`config.mk`:
```
export PLATFORM = sky130hd
export DESIGN_NAME = fft_pingpong_scheduler
export DESIGN_NICKNAME = d
export VERILOG_FILES = /design/src/rtl/fft_pingpong_scheduler.sv
export SDC_FILE = /design/constraint.sdc
export NUM_CORES = 1
export LEC_CHECK = 0
export ABC_AREA = 1
export CORE_MARGIN = 2
export CORE_UTILIZATION = 54
export DETAILED_ROUTE_END_ITERATION = 10
export GPL_TIMING_DRIVEN = 0
export PLACE_DENSITY = 0.86
export SYNTH_ARGS = -nofsm -noshare
export SYNTH_HDL_FRONTEND = slang
export SYNTH_SLANG_ARGS = --single-unit
```
`constraint.sdc`:
```
create_clock -name clock -period 2.2 [get_ports clock]
set_input_delay 0.44 -clock clock [delete_from_list [all_inputs] [get_ports clock]]
set_output_delay 0.44 -clock clock [all_outputs]
set_load 0.005 [all_outputs]
```
`src/rtl/fft_pingpong_scheduler.sv`:
```
// fft_pingpong_scheduler: ping-pong sample banks feeding a pipelined FFT core, with core init and frame-drop accounting
module fft_pingpong_scheduler #(
    parameter int LOG2N      = 10,
    parameter int START_LEAD = 0,
    parameter int CNT_W      = 16
) (
    input  logic             clock,
    input  logic             reset,
    input  logic             strobe,
    input  logic             e_done_fft_core,
    input  logic             dv_fft_core,
    output logic             sclr_fft_core,
    output logic             scale_sch_we_fft_core,
    output logic             start_fft_core,
    output logic             unload_fft_core,
    output logic             wr_en_ram_0,
    output logic             wr_en_ram_1,
    output logic [LOG2N-1:0] addr_ram_0,
    output logic [LOG2N-1:0] addr_ram_1,
    output logic             sel_ram,
    output logic [CNT_W-1:0] frame_count,
    output logic [CNT_W-1:0] drop_count,
    output logic             overrun
);
    localparam logic [LOG2N-1:0] LAST = '1;

    // I_RST holds every output low for the cycle right after reset so the
    // clear pulse starts only once reset has been released.
    typedef enum logic [1:0] {I_RST, I_CLR, I_SCH, I_READY} init_t;
    typedef enum logic [2:0] {R_IDLE, R_LEAD, R_LOAD, R_WAIT, R_UNLOAD} rd_t;

    init_t            init_q, init_d;
    rd_t              rd_q, rd_d;
    logic             wr_bank_q, wr_bank_d;
    logic [LOG2N-1:0] wr_cnt_q, wr_cnt_d;
    logic [LOG2N-1:0] rd_addr_q, rd_addr_d;
    logic [15:0]      lead_q, lead_d;
    logic             dv_seen_q, dv_seen_d;
    logic             unload_q, unload_d;
    logic [CNT_W-1:0] frame_q, frame_d;
    logic [CNT_W-1:0] drop_q, drop_d;
    logic             wr, frame_done, launch;

    assign wr         = (init_q == I_READY) && strobe;
    assign frame_done = wr && (wr_cnt_q == LAST);
    assign launch     = frame_done && (rd_q == R_IDLE);

    assign sclr_fft_core         = (init_q == I_CLR);
    assign scale_sch_we_fft_core = (init_q == I_SCH);
    assign unload_fft_core       = unload_q;
    assign wr_en_ram_0           = wr && !wr_bank_q;
    assign wr_en_ram_1           = wr && wr_bank_q;
    assign addr_ram_0            = wr_bank_q ? rd_addr_q : wr_cnt_q;
    assign addr_ram_1            = wr_bank_q ? wr_cnt_q : rd_addr_q;
    assign sel_ram               = wr_bank_q;
    assign frame_count           = frame_q;
    assign drop_count            = drop_q;
    assign overrun               = frame_done && (rd_q != R_IDLE);

    // Init sequencing, write pointer, bank swap and frame/drop counters
    always_comb begin
        init_d    = (init_q == I_RST) ? I_CLR : (init_q == I_CLR) ? I_SCH : I_READY;
        wr_cnt_d  = wr ? wr_cnt_q + LOG2N'(1) : wr_cnt_q;
        wr_bank_d = launch ? !wr_bank_q : wr_bank_q;
        frame_d   = launch ? frame_q + CNT_W'(1) : frame_q;
        drop_d    = overrun ? drop_q + CNT_W'(1) : drop_q;
    end

    // Read FSM: stream the full bank into the core, then run the unload handshake
    always_comb begin
        rd_d           = rd_q;
        rd_addr_d      = rd_addr_q;
        lead_d         = lead_q;
        dv_seen_d      = dv_seen_q;
        unload_d       = 1'b0;
        start_fft_core = 1'b0;
        case (rd_q)
            R_IDLE: begin
                if (launch) begin
                    rd_d      = (START_LEAD == 0) ? R_LOAD : R_LEAD;
                    lead_d    = '0;
                    dv_seen_d = 1'b0;
                end
            end
            R_LEAD: begin
                start_fft_core = (lead_q == '0);
                lead_d         = lead_q + 16'd1;
                if (lead_q == 16'(START_LEAD - 1))
                    rd_d = R_LOAD;
            end
            R_LOAD: begin
                start_fft_core = (START_LEAD == 0) && (rd_addr_q == '0);
                rd_addr_d      = rd_addr_q + LOG2N'(1);
                if (rd_addr_q == LAST)
                    rd_d = R_WAIT;
            end
            R_WAIT: begin
                if (e_done_fft_core) begin
                    rd_d     = R_UNLOAD;
                    unload_d = 1'b1;
                end
            end
            R_UNLOAD: begin
                if (dv_fft_core)
                    dv_seen_d = 1'b1;
                if (dv_seen_q && !dv_fft_core)
                    rd_d = R_IDLE;
            end
            default: rd_d = R_IDLE;
        endcase
    end

    // State registers with synchronous reset
    always_ff @(posedge clock) begin
        if (reset) begin
            init_q    <= I_RST;
            rd_q      <= R_IDLE;
            wr_bank_q <= 1'b0;
            wr_cnt_q  <= '0;
            rd_addr_q <= '0;
            lead_q    <= '0;
            dv_seen_q <= 1'b0;
            unload_q  <= 1'b0;
            frame_q   <= '0;
            drop_q    <= '0;
        end else begin
            init_q    <= init_d;
            rd_q      <= rd_d;
            wr_bank_q <= wr_bank_d;
            wr_cnt_q  <= wr_cnt_d;
            rd_addr_q <= rd_addr_d;
            lead_q    <= lead_d;
            dv_seen_q <= dv_seen_d;
            unload_q  <= unload_d;
            frame_q   <= frame_d;
            drop_q    <= drop_d;
        end
    end
endmodule

```
==> flow_summary.yaml <==
route:
  vias: 4685
  antenna_left: 0
  first_iter_violations: 331
  drt-total-wl_um: 11800
  drt-pass1-iter-count: 7
  drc: 0
  vias_per_cell: 5.49
  wl_per_cell_um: 13.8
synth:
  synth_top_family_by_area: "simple AND/OR/NAND/NOR gates"
  yosys_warnings: 0
  synthSimpleGateAreaFrac: 0.355
  yosysUniqueCellTypes: 31
  synth-seq-cells: 76
  synth.avg_cell_area_um2: 6.35
  synthXorXnorAreaFrac: 0.0207
  synth-compound-area-share: 0.144
  synthMuxAreaShare: 0
  seq_area_frac_synth: 0.360
  synthAdderAreaFrac: 0.0207
  synthesis.area_um2: 4220
  netlist_instances: 665
  syn_nets: 677
global_route:
  grt_start_max_net_pins: 14
  grt_most_used_layer: "met2"
  use_met3: 0.0504
  antenna_found_initial: 0
  grt_pass1_vias: 4384
  overflow: 0
  met2_usage: 0.474
  use_met1: 0.347
  grt_usage: 0.279
  grt_pass1_wl_um: 19400
placement:
  dp_hpwl_um: 8010
  place_area_um2: 4980
  place_inst: 830
  io_buffers: 63
  place.gp.congestion: 0.933
  preCtsSetupSlack_ns: -0.481
die:
  die_w_um: 92.4
  die_h_um: 92.4
  start_util: 0.552
  ios: 65
  coreArea_um2: 7650
  fp.dieArea_um2: 8550
  rows: 32
power_and_ir_drop:
  p_leak_nw: 1.96
  design_power_total_mw: 3.38
  vdd_drop_max_mv: 0.437
  p_per_area_nw_per_um2: 627
final_layout:
  num_antenna_cells: 0
  drive_gt1_frac: 0.0852
  final_cells: 853
  final_cell_mix: "nand2_1, inv_1, nor2_1, dfxtp_1, a21oi_1"
  area_delta_synth_final_pct: 27.6
  layout_commonest_cell: "nand2_1"
  nNetsFinal: 758
  design_area_um2: 5390
min_path:
  hp-class: "reg -> reg"
  worstHoldStart: "dv_seen_q"
  whs_endpoint: "dv_seen_q"
  min_path_cells: 2
critical_path:
  path_max_fanout: 10
  max_stage_delay_ns: 0.54
  cp-startpoint: "sel_ram"
  rr_worst_depth: 8
  cp.required_ns: 1.76
  start_kind: "flop"
  cpMaxStageDelayCell: "clkdlybuf4s50_1"
  critical_path.top_delay_family: "buffers and inverters"
  r2r_slack_ns: 0.43
  critPathArrivalTime_ns: 1.76
  crit_chain: "buf_8 > clkinvlp_4 > o21ai_1 > clkdlybuf4s50_1"
  crit-reg2reg-capture: "lead_q[12]"
  crit_buf_inv: 3
  r2r_start: "lead_q[1]"
  crit_type: "reg -> out"
  end_kind: "output pin"
timing:
  worst_slack_ns: 0.00386
  drv_slew: 0
  fin_skew_ns: 0.0115
  hold_viol_final: 0
  finalCriticalPeriod_ns: 2.20
  fmax_mhz: 455
  worst_pin_slew_ns: 0.650
  finalCritPeriodShare: 0.998
  slew_headroom: 0.566
  setup_violations: 0
clock_network:
  cts_htree_levels: 3
  cts_tree: "yes"
  clkLatencyLatePin_ns: 0.36
  cts_buffer_depth: 2
  clock-sinks: 76
  cts_root_buffer: "clkbuf_8"
  cts-buffers-inserted: 9
  hold_buffers: 0
  clk_pin_slew_worst_paths_ns: 0.09
job:
  maxCapViolCount: 0
outcome:
  status: "completed"
## stage by stage
step                 util  TNS (ns)  hold slack (ns)
detailed placement  0.652     -1.18            0.465
global placement    0.652     -1.12            0.448
floorplan               -         0            0.439
CTS                 0.699         0            0.478
finish              0.705         0            0.480
global route        0.705   -0.0310            0.497
## where the power goes
group          switching [mW]  internal (mW)  total, mW
logic                   0.329          0.169      0.498
clock network           0.544          0.871       1.41
registers              0.0495           1.42       1.47
## worst reg2reg max path, delay by kind of cell (launching register included)
family                     cells  cell delay, ns
and+or+nand+nor                5            0.88
AOI/OAI and AO/OA              2            0.22
DFF                            1            0.38
adders and majority gates      1            0.18
## cell usage after synthesis (all sizes together)
master / count / share of area
o21ai: 48 / 0.057
dfxtp: 76 / 0.36
buf: 9 / 0.015
nor3: 24 / 0.030
a211oi: 1 / 0.0018
nor3b: 1 / 0.0018
nor4: 4 / 0.0059
a31oi: 1 / 0.0015
nand2: 189 / 0.17
inv: 84 / 0.075
xor2: 10 / 0.021
ha: 7 / 0.021
clkbuf: 11 / 0.0098
nand3b: 1 / 0.0018
o21a: 1 / 0.0018
nor2: 77 / 0.075
nand4: 16 / 0.027
or2: 1 / 0.0015
o21bai: 1 / 0.0018
nand3: 35 / 0.041
a21oi: 68 / 0.081
## area by class of cell
cell class / count / area [µm²]
Tap cell: 102 / 128
Sequential cell: 76 / 1540
Timing Repair Buffer: 70 / 681
Multi-Input combinational cell: 485 / 2330
Buffer: 20 / 134
Fill cell: 606 / 2260
Clock inverter: 6 / 136
Inverter: 84 / 319
Clock buffer: 10 / 128
## registers in the layout, indices dropped and copies added (netlist names)
register	count
drop_count	16
frame_count	16
lead_q	16
rd_addr_q	10
wr_cnt_q	10
rd_q	3
init_q	2
dv_seen_q	1
sel_ram	1
unload_fft_core	1
## per-layer routing
metal  vias to the layer above  part of all wire
li1                       2296                 -
met1                      2168              0.42
met2                       195              0.48
met3                        26             0.071
met4                         0             0.022
met5                         -                 0
## how the worst max path moves through the flow
| stage | to | cells after the start |
|---|---|---|
| 2_1_floorplan | overrun | 6 |
| 3_3_place_gp | overrun | 7 |
| 3_5_place_dp | overrun | 7 |
| 4_1_cts | wr_en_ram_1 | 3 |
| 5_1_grt | addr_ram_1[4] | 4 |
| 6_report | addr_ram_1[4] | 4 |
## cells by family after synthesis
family / count (synthesis)
AOI/OAI and AO/OA: 120
buffers and inverters: 104
adders and majority gates: 7
DFF: 76
xor gates and xnor gates: 10
and+or+nand+nor: 348
## what timing repair did
action | 4_1_cts | 5_1_grt
resized for setup | 30 | 16
setup endpoints to repair | 24 | 13
endpoints found under the hold margin | 0 | 0
buffers inserted | 6 | 1
pin swaps | 4 | 0
cloned | 0 | 0
(Power assumes the default switching activity.)
